[src/rtl/perf_cnt_pkg.sv]
// rtl/perf_cnt_pkg.sv - shared constants and FSM state type for the performance-counter bank
package perf_cnt_pkg;

    localparam logic [7:0]  OFF_CYC_LO   = 8'h00;
    localparam logic [7:0]  OFF_CYC_HI   = 8'h04;
    localparam logic [7:0]  OFF_EVT_BASE = 8'h08;
    localparam logic [7:0]  OFF_ID       = 8'hFC;
    localparam logic [31:0] ID_WORD_DEF  = 32'h4E53_4350;

    typedef enum logic [1:0] {
        IDLE,
        LOOKUP,
        ACK
    } state_e;

endpackage

[src/rtl/perf_cnt_bank_if.sv]
// rtl/perf_cnt_bank_if.sv - four-phase counter-read port between bridge (master) and bank (slave)
interface perf_cnt_bank_if;
    logic        cnt_req;
    logic [31:0] cnt_addr;
    logic [31:0] cnt_data;
    logic        cnt_ack;

    modport master (output cnt_req, output cnt_addr, input cnt_data, input cnt_ack);
    modport slave  (input cnt_req, input cnt_addr, output cnt_data, output cnt_ack);
endinterface

[src/rtl/perf_cnt_bank_req_sync.sv]
// rtl/perf_cnt_bank_req_sync.sv - flop chain bringing the read request into the core clock domain
module cnt_req_sync #(
    parameter int STAGES = 2
) (
    input  logic clk,
    input  logic rst_n,
    input  logic d_i,
    output logic q_o
);
    if (STAGES == 0) begin : g_bypass
        assign q_o = d_i;
    end else begin : g_chain
        logic [STAGES-1:0] sync_q;

        always_ff @(posedge clk or negedge rst_n) begin
            if (!rst_n) begin
                sync_q <= '0;
            end else begin
                sync_q <= STAGES'({sync_q, d_i});
            end
        end

        assign q_o = sync_q[STAGES-1];
    end
endmodule

[src/rtl/perf_cnt_bank.sv]
// rtl/perf_cnt_bank.sv - cycle and event counters read as tear-free 32-bit halves over a req/ack port
module perf_cnt_bank
    import perf_cnt_pkg::*;
#(
    parameter int          NUM_EVT     = 4,
    parameter int          CNT_W       = 64,
    parameter int          SYNC_STAGES = 2,
    parameter logic [31:0] ID_WORD     = ID_WORD_DEF
) (
    input  logic               coreclk,
    input  logic               corerstn,
    input  logic               cnt_en,
    input  logic               cnt_clr,
    input  logic [NUM_EVT-1:0] evt_i,
    perf_cnt_bank_if.slave     bus
);
    localparam int HI_W = CNT_W - 32;
    localparam int NCNT = NUM_EVT + 1;

    logic                          req_s;
    state_e                        state_q;
    logic [31:0]                   data_q;
    logic                          ack_q;
    logic [CNT_W-1:0]              cyc_q, cyc_d;
    logic [NUM_EVT-1:0][CNT_W-1:0] evt_q, evt_d;
    logic [NCNT-1:0][CNT_W-1:0]    all_q;
    logic [NCNT-1:0][HI_W-1:0]     shad_q, shad_d;
    logic [5:0]                    widx;
    logic [31:0]                   rd_word;
    logic                          unused_addr;

    cnt_req_sync #(.STAGES(SYNC_STAGES)) u_req_sync (
        .clk   (coreclk),
        .rst_n (corerstn),
        .d_i   (bus.cnt_req),
        .q_o   (req_s)
    );

    assign widx        = bus.cnt_addr[7:2];
    assign unused_addr = ^{bus.cnt_addr[31:8], bus.cnt_addr[1:0]};
    // Counter k: 0 is the cycle counter, k>=1 is event counter k-1; word 2k is lo, 2k+1 is hi.
    assign all_q       = {evt_q, cyc_q};

    always_comb begin
        cyc_d = cyc_q;
        evt_d = evt_q;
        if (cnt_clr) begin
            cyc_d = '0;
            evt_d = '0;
        end else if (cnt_en) begin
            cyc_d = cyc_q + CNT_W'(1);
            for (int i = 0; i < NUM_EVT; i++) begin
                evt_d[i] = evt_q[i] + CNT_W'(evt_i[i]);
            end
        end
    end

    // A lo read latches the upper bits so the following hi read matches it even if the counter carries.
    always_comb begin
        rd_word = '0;
        shad_d  = shad_q;
        for (int k = 0; k < NCNT; k++) begin
            if (widx[5:1] == 5'(k)) begin
                rd_word = widx[0] ? 32'(shad_q[k]) : all_q[k][31:0];
                if (state_q == LOOKUP && !widx[0]) begin
                    shad_d[k] = all_q[k][CNT_W-1:32];
                end
            end
        end
        if (widx == OFF_ID[7:2]) begin
            rd_word = ID_WORD;
        end
        if (cnt_clr) begin
            shad_d = '0;
        end
    end

    always_ff @(posedge coreclk or negedge corerstn) begin
        if (!corerstn) begin
            cyc_q  <= '0;
            evt_q  <= '0;
            shad_q <= '0;
        end else begin
            cyc_q  <= cyc_d;
            evt_q  <= evt_d;
            shad_q <= shad_d;
        end
    end

    always_ff @(posedge coreclk or negedge corerstn) begin
        if (!corerstn) begin
            state_q <= IDLE;
            data_q  <= '0;
            ack_q   <= 1'b0;
        end else begin
            case (state_q)
                IDLE: begin
                    if (req_s) begin
                        state_q <= LOOKUP;
                    end
                end
                LOOKUP: begin
                    data_q  <= rd_word;
                    ack_q   <= 1'b1;
                    state_q <= ACK;
                end
                ACK: begin
                    if (!req_s) begin
                        ack_q   <= 1'b0;
                        state_q <= IDLE;
                    end
                end
                default: begin
                    ack_q   <= 1'b0;
                    state_q <= IDLE;
                end
            endcase
        end
    end

    assign bus.cnt_data = data_q;
    assign bus.cnt_ack  = ack_q;

    a_addr_stable: assert property (@(posedge coreclk) disable iff (!corerstn)
        bus.cnt_req && $past(bus.cnt_req) |-> $stable(bus.cnt_addr));

endmodule
[src/flat_wrapper.sv]
// flat-port wrapper written by rule: the top's interface ports become plain ports
module perf_cnt_bank_flat import perf_cnt_pkg::*;
#(
    parameter int          NUM_EVT     = 4,
    parameter int          CNT_W       = 64,
    parameter int          SYNC_STAGES = 2,
    parameter logic [31:0] ID_WORD     = ID_WORD_DEF
)
  (coreclk, corerstn, cnt_en, cnt_clr, evt_i, bus_cnt_req, bus_cnt_addr, bus_cnt_data, bus_cnt_ack);
  perf_cnt_bank_if bus_i ();
  input  logic coreclk;
  input  logic corerstn;
  input  logic cnt_en;
  input  logic cnt_clr;
  input  logic [NUM_EVT-1:0] evt_i;
  input wire logic [$bits(bus_i.cnt_req)-1:0] bus_cnt_req;
  input wire logic [$bits(bus_i.cnt_addr)-1:0] bus_cnt_addr;
  output wire logic [$bits(bus_i.cnt_data)-1:0] bus_cnt_data;
  output wire logic [$bits(bus_i.cnt_ack)-1:0] bus_cnt_ack;
  assign bus_i.cnt_req = bus_cnt_req;
  assign bus_i.cnt_addr = bus_cnt_addr;
  assign bus_cnt_data = bus_i.cnt_data;
  assign bus_cnt_ack = bus_i.cnt_ack;
  perf_cnt_bank #(.NUM_EVT(NUM_EVT), .CNT_W(CNT_W), .SYNC_STAGES(SYNC_STAGES), .ID_WORD(ID_WORD)) u_core (.coreclk(coreclk), .corerstn(corerstn), .cnt_en(cnt_en), .cnt_clr(cnt_clr), .evt_i(evt_i), .bus(bus_i));
endmodule
[config.mk]
export PLATFORM = sky130hd
export DESIGN_NAME = perf_cnt_bank_flat
export DESIGN_NICKNAME = d
export VERILOG_FILES = /design/src/rtl/perf_cnt_pkg.sv /design/src/rtl/perf_cnt_bank_if.sv /design/src/rtl/perf_cnt_bank_req_sync.sv /design/src/rtl/perf_cnt_bank.sv /design/src/flat_wrapper.sv
export SDC_FILE = /design/constraint.sdc
export NUM_CORES = 1
export LEC_CHECK = 0
export ABC_CLOCK_PERIOD_IN_PS = 2300
export CAP_MARGIN = 25
export CORE_UTILIZATION = 56
export CTS_CLUSTER_SIZE = 40
export DETAILED_ROUTE_END_ITERATION = 16
export GPL_TIMING_DRIVEN = 0
export PLACE_DENSITY = 0.76
export SLEW_MARGIN = 25
export SYNTH_ARGS = -nofsm -noshare
export SYNTH_HDL_FRONTEND = slang
export SYNTH_SLANG_ARGS = --single-unit
[constraint.sdc]
create_clock -name coreclk -period 2.3 [get_ports coreclk]
set_input_delay 0.23 -clock coreclk [delete_from_list [all_inputs] [get_ports coreclk]]
set_output_delay 0.23 -clock coreclk [all_outputs]
set_load 0.005 [all_outputs]
==> impl_metrics.csv <==
group,metric,value,unit
logic_synthesis,netlist_area,25980,um2
final_layout,num_antenna_cells,0,
worst_setup_path,max_stage_delay,540,ps
power,power_frac_clock,46.7,%
worst_setup_path,cp-end-kind,"flop",
timing,fmax,392.0,MHz
logic_synthesis,yosys_warnings,0,
timing,fin_crit,2551,ps
final_layout,final_layout_size_suffix_gt1_share,18.04,%
power,switching_share,23.99,%
route,ant_nets,0,
logic_synthesis,syn_inst,2569,
die,row_count,78,
logic_synthesis,ys_types,56,
logic_synthesis,synth_xor_area_share,5.394,%
logic_synthesis,synth.area.mux_share,6.926,%
clock_tree,cts_tree,"done",
worst_setup_path,crit_top_cell,"ha_4",
power,power.total,20.89,mW
global_route,first_global_vias,21820,
logic_synthesis,synth_top_family_by_area,"simple AND/OR/NAND/NOR gates",
die,coreArea,45580,um2
status,outcome,"complete, but fails checks",
clock_tree,clock_path_buffers,3,
worst_setup_path,crit_buf_inv,1,
worst_setup_path,cp_max_fo,5,
logic_synthesis,avgSynthCellArea,10.11,um2
power,p_seq_share,45.3,%
die,die_h,217.4,um
logic_synthesis,ys_ff_latch,517,
min_path,hold_class,"in -> reg",
die,initial_core_util,57.00,%
worst_setup_path,required,2840,ps
route,vias_per_cell,6.806,
timing,setup_viol,19,
route,dr.pass1.iters,6,
timing,finalMaxSlewViolations,0,
die,ios,74,
timing,finClkSkew,15.96,ps
clock_tree,worst_skew_pair.late_latency,620,ps
die,die_area,47260,um2
global_route,grt_overflow,0,
timing,finalCritPeriodShare,110.9,%
timing,rsz0062_at_grt,"yes",
power,intPower,15.88,mW
flow_run,maxCapViolCount,0,
logic_synthesis,async_flop_share,100.0,%
global_route,antenna_found_initial,1,
worst_setup_path,path_class,"reg -> reg",
route,first_iter_violations,3385,
final_layout,fin_area,31040,um2
logic_synthesis,ys_dominant_reg_cell,"dfrtp_1",
worst_setup_path,start_kind,"flop",
final_layout,syn2layout_area_growth,19.48,%
global_route,grt_max_degree,87,
power,power_switching,5.013,mW
final_layout,nets,2817,
logic_synthesis,yosys.area_share.simple,20.10,%
timing,tightest_slew,787.6,ps
global_route,gr-usage-all-layers,35.86,%
clock_tree,cts_root_buffer,"clkbuf_16",
clock_tree,cts_buffers,54,
timing,relSlewSlack,47.49,%
timing,finalHoldViolations,0,
timing,timing.final.ws_setup,-251.2,ps
power,p_comb_share,8.0,%
worst_setup_path,cp.arrival,3090,ps
route,routedWlPerCell,24.95,um
status,violations,"negative setup slack",
worst_setup_path,cpMaxStageDelayCell,"or4b_4",
global_route,grt_pass1_wl,129.2,mm
worst_setup_path,critPathTopFamily,"simple AND/OR/NAND/NOR gates",
placed_design,placed_area,27390,um2
clock_tree,clock_sinks,517,
logic_synthesis,synth_edf_count,0,
power,vdd_drop_max,0.8729,mV
power,p_per_area,673.1,nW/um2
route,drc_errors,0,
logic_synthesis,ys_seq_area_share,49.80,%
route,vias,23220,
worst_setup_path,crit_chain,"ha_4 -> ha_4 -> o211ai_1 -> or4_4 -> or4b_4 -> buf_6 -> or3_4 -> a21oi_2",
logic_synthesis,syn-num-nets,2619,
clock_tree,htreeDepth,2,
logic_synthesis,synth_adder_area_share,0.4335,%
power,leakage,13.00,nW
die,die_w,217.4,um
logic_synthesis,synth_compound_gate_area_share,14.53,%
placed_design,io_buffers,46,
placed_design,dp_hpwl,59.42,mm
clock_tree,clkTransAtPathRegs,70,ps
route,routed_wl,85.12,mm
placed_design,globalplace.congestion,1.015,
-- final cells by class --
| type | instances | area [um2] |
|---|---|---|
| multi-input cells | 1862 | 13070 |
| fillers | 3342 | 14540 |
| plain buffers | 146 | 739.5 |
| clock buffers | 80 | 1643 |
| inverters | 36 | 135.1 |
| repair buffers | 150 | 1384 |
| flip-flops and latches | 517 | 12970 |
| clock inverters | 20 | 344.1 |
| well taps | 600 | 750.7 |
-- metal layers --
| metal | wire [um] | global-route usage, % | up-vias |
|---|---|---|---|
| met5 | 0 | 0 | - |
| met4 | 4828 | 17.86 | 0 |
| met3 | 9357 | 6.792 | 263 |
| met2 | 37470 | 53.21 | 1335 |
| met1 | 33460 | 50.57 | 11610 |
| li1 | - | - | 10000 |
-- kinds of logic after synthesis --
group / Yosys count
AO/OA/AOI/OAI: 563
XOR/XNOR: 160
adder cells (fa/ha/maj): 9
buffers and inverters: 190
flip-flops: 517
multiplexers: 126
AND/OR/NAND/NOR: 1004
-- power by group through the flow --
stage	Sequential, mW	Combinational [mW]	Clock [mW]
4_1_cts	9.45	1.62	9.80
5_1_grt	9.46	1.80	10.2
2_1_floorplan	9.58	0.646	0
3_5_place_dp	9.61	1.56	0
3_3_place_gp	9.62	1.49	0
6_report	9.46	1.67	9.76
-- placed cells by master (no fill, tap or decap), types with 59 or more instances in the layout --
cell type,synthesis,layout
a22o_1,160,160
dfrtp_1,517,491
buf_4,1,98
nand3_1,121,107
nand4_1,130,130
nand2_1,188,187
xor2_1,111,111
or3_1,101,97
clkbuf_1,127,59
o21ai_0,103,101
nor2_1,242,232
a21oi_1,160,152
-- state kept, by name, summed over array words and instances (netlist names) --
register	flops
u_core.all_q	256
u_core.cyc_q	64
u_core.shad_q	160
u_core.bus.cnt_data	32
u_core.u_req_sync.g_chain.sync_q	2
u_core.state_q	2
u_core.bus.cnt_ack	1
-- worst paths after layout --
kind / start / end / slack, ps / cells after the start
max: u_core.all_q[64] / u_core.all_q[102] / -250 / 8
min: bus_cnt_req / u_core.u_req_sync.g_chain.sync_q[0] / 80 / 1
max reg2reg: u_core.all_q[64] / u_core.all_q[102] / -250 / 8
min reg2reg: u_core.u_req_sync.g_chain.sync_q[0] / u_core.u_req_sync.g_chain.sync_q[1] / 370 / 0
max in group asynchronous: corerstn / u_core.all_q[148] / 960 / 4
min in group asynchronous: corerstn / u_core.cyc_q[48] / 90 / 2
-- cells in the mapped netlist, drive strengths merged, types with 4 or more instances --
cell / n / area share [%]
o2111ai: 22 / 0.74
xnor2: 49 / 1.7
a22o: 160 / 5.4
o22ai: 24 / 0.58
o31ai: 45 / 1.3
a211oi: 12 / 0.35
a22oi: 19 / 0.55
or4: 58 / 1.7
ha: 9 / 0.43
xor2: 111 / 3.7
nor2b: 9 / 0.22
nand2: 188 / 2.7
inv: 36 / 0.52
o21ai: 105 / 2.0
buf: 27 / 0.47
clkbuf: 127 / 1.8
nor2: 242 / 3.5
nand3: 121 / 2.3
mux4: 40 / 3.5
nand2b: 4 / 0.096
or2: 8 / 0.19
and4: 16 / 0.54
dfrtp: 517 / 50
nand4: 132 / 3.3
nor3: 34 / 0.67
and3: 31 / 0.75
mux2i: 56 / 2.2
nor4: 43 / 1.2
or3: 101 / 2.4
mux2: 30 / 1.3
a21oi: 160 / 3.1
and2: 9 / 0.22
-- metrics by stage --
stage	hold WS (ps)	setup TNS, ps	cells	setup WS [ps]	util (%)
2_1_floorplan	-65.59	-631.7	2569	-136.6	-
4_1_cts	59.37	-2287	3369	-233.2	66.39
6_report	76.91	-1492	3411	-251.2	68.10
5_1_grt	59.40	-3040	3411	-301.6	68.10
3_3_place_gp	344.5	-	3215	-21290	59.71
3_5_place_dp	145.1	-560190	3221	-1672	60.10
-- what timing repair did --
item                       in CTS  in global routing
hold endpoints to repair      200                  0
setup endpoints to repair     445                380
buffers inserted               49                 45
gates resized for setup       143                185
gates cloned                    1                  2
hold buffers                    1                  0
pin swaps                      33                 28
Note: power is estimated with default switching activity, not from simulation.
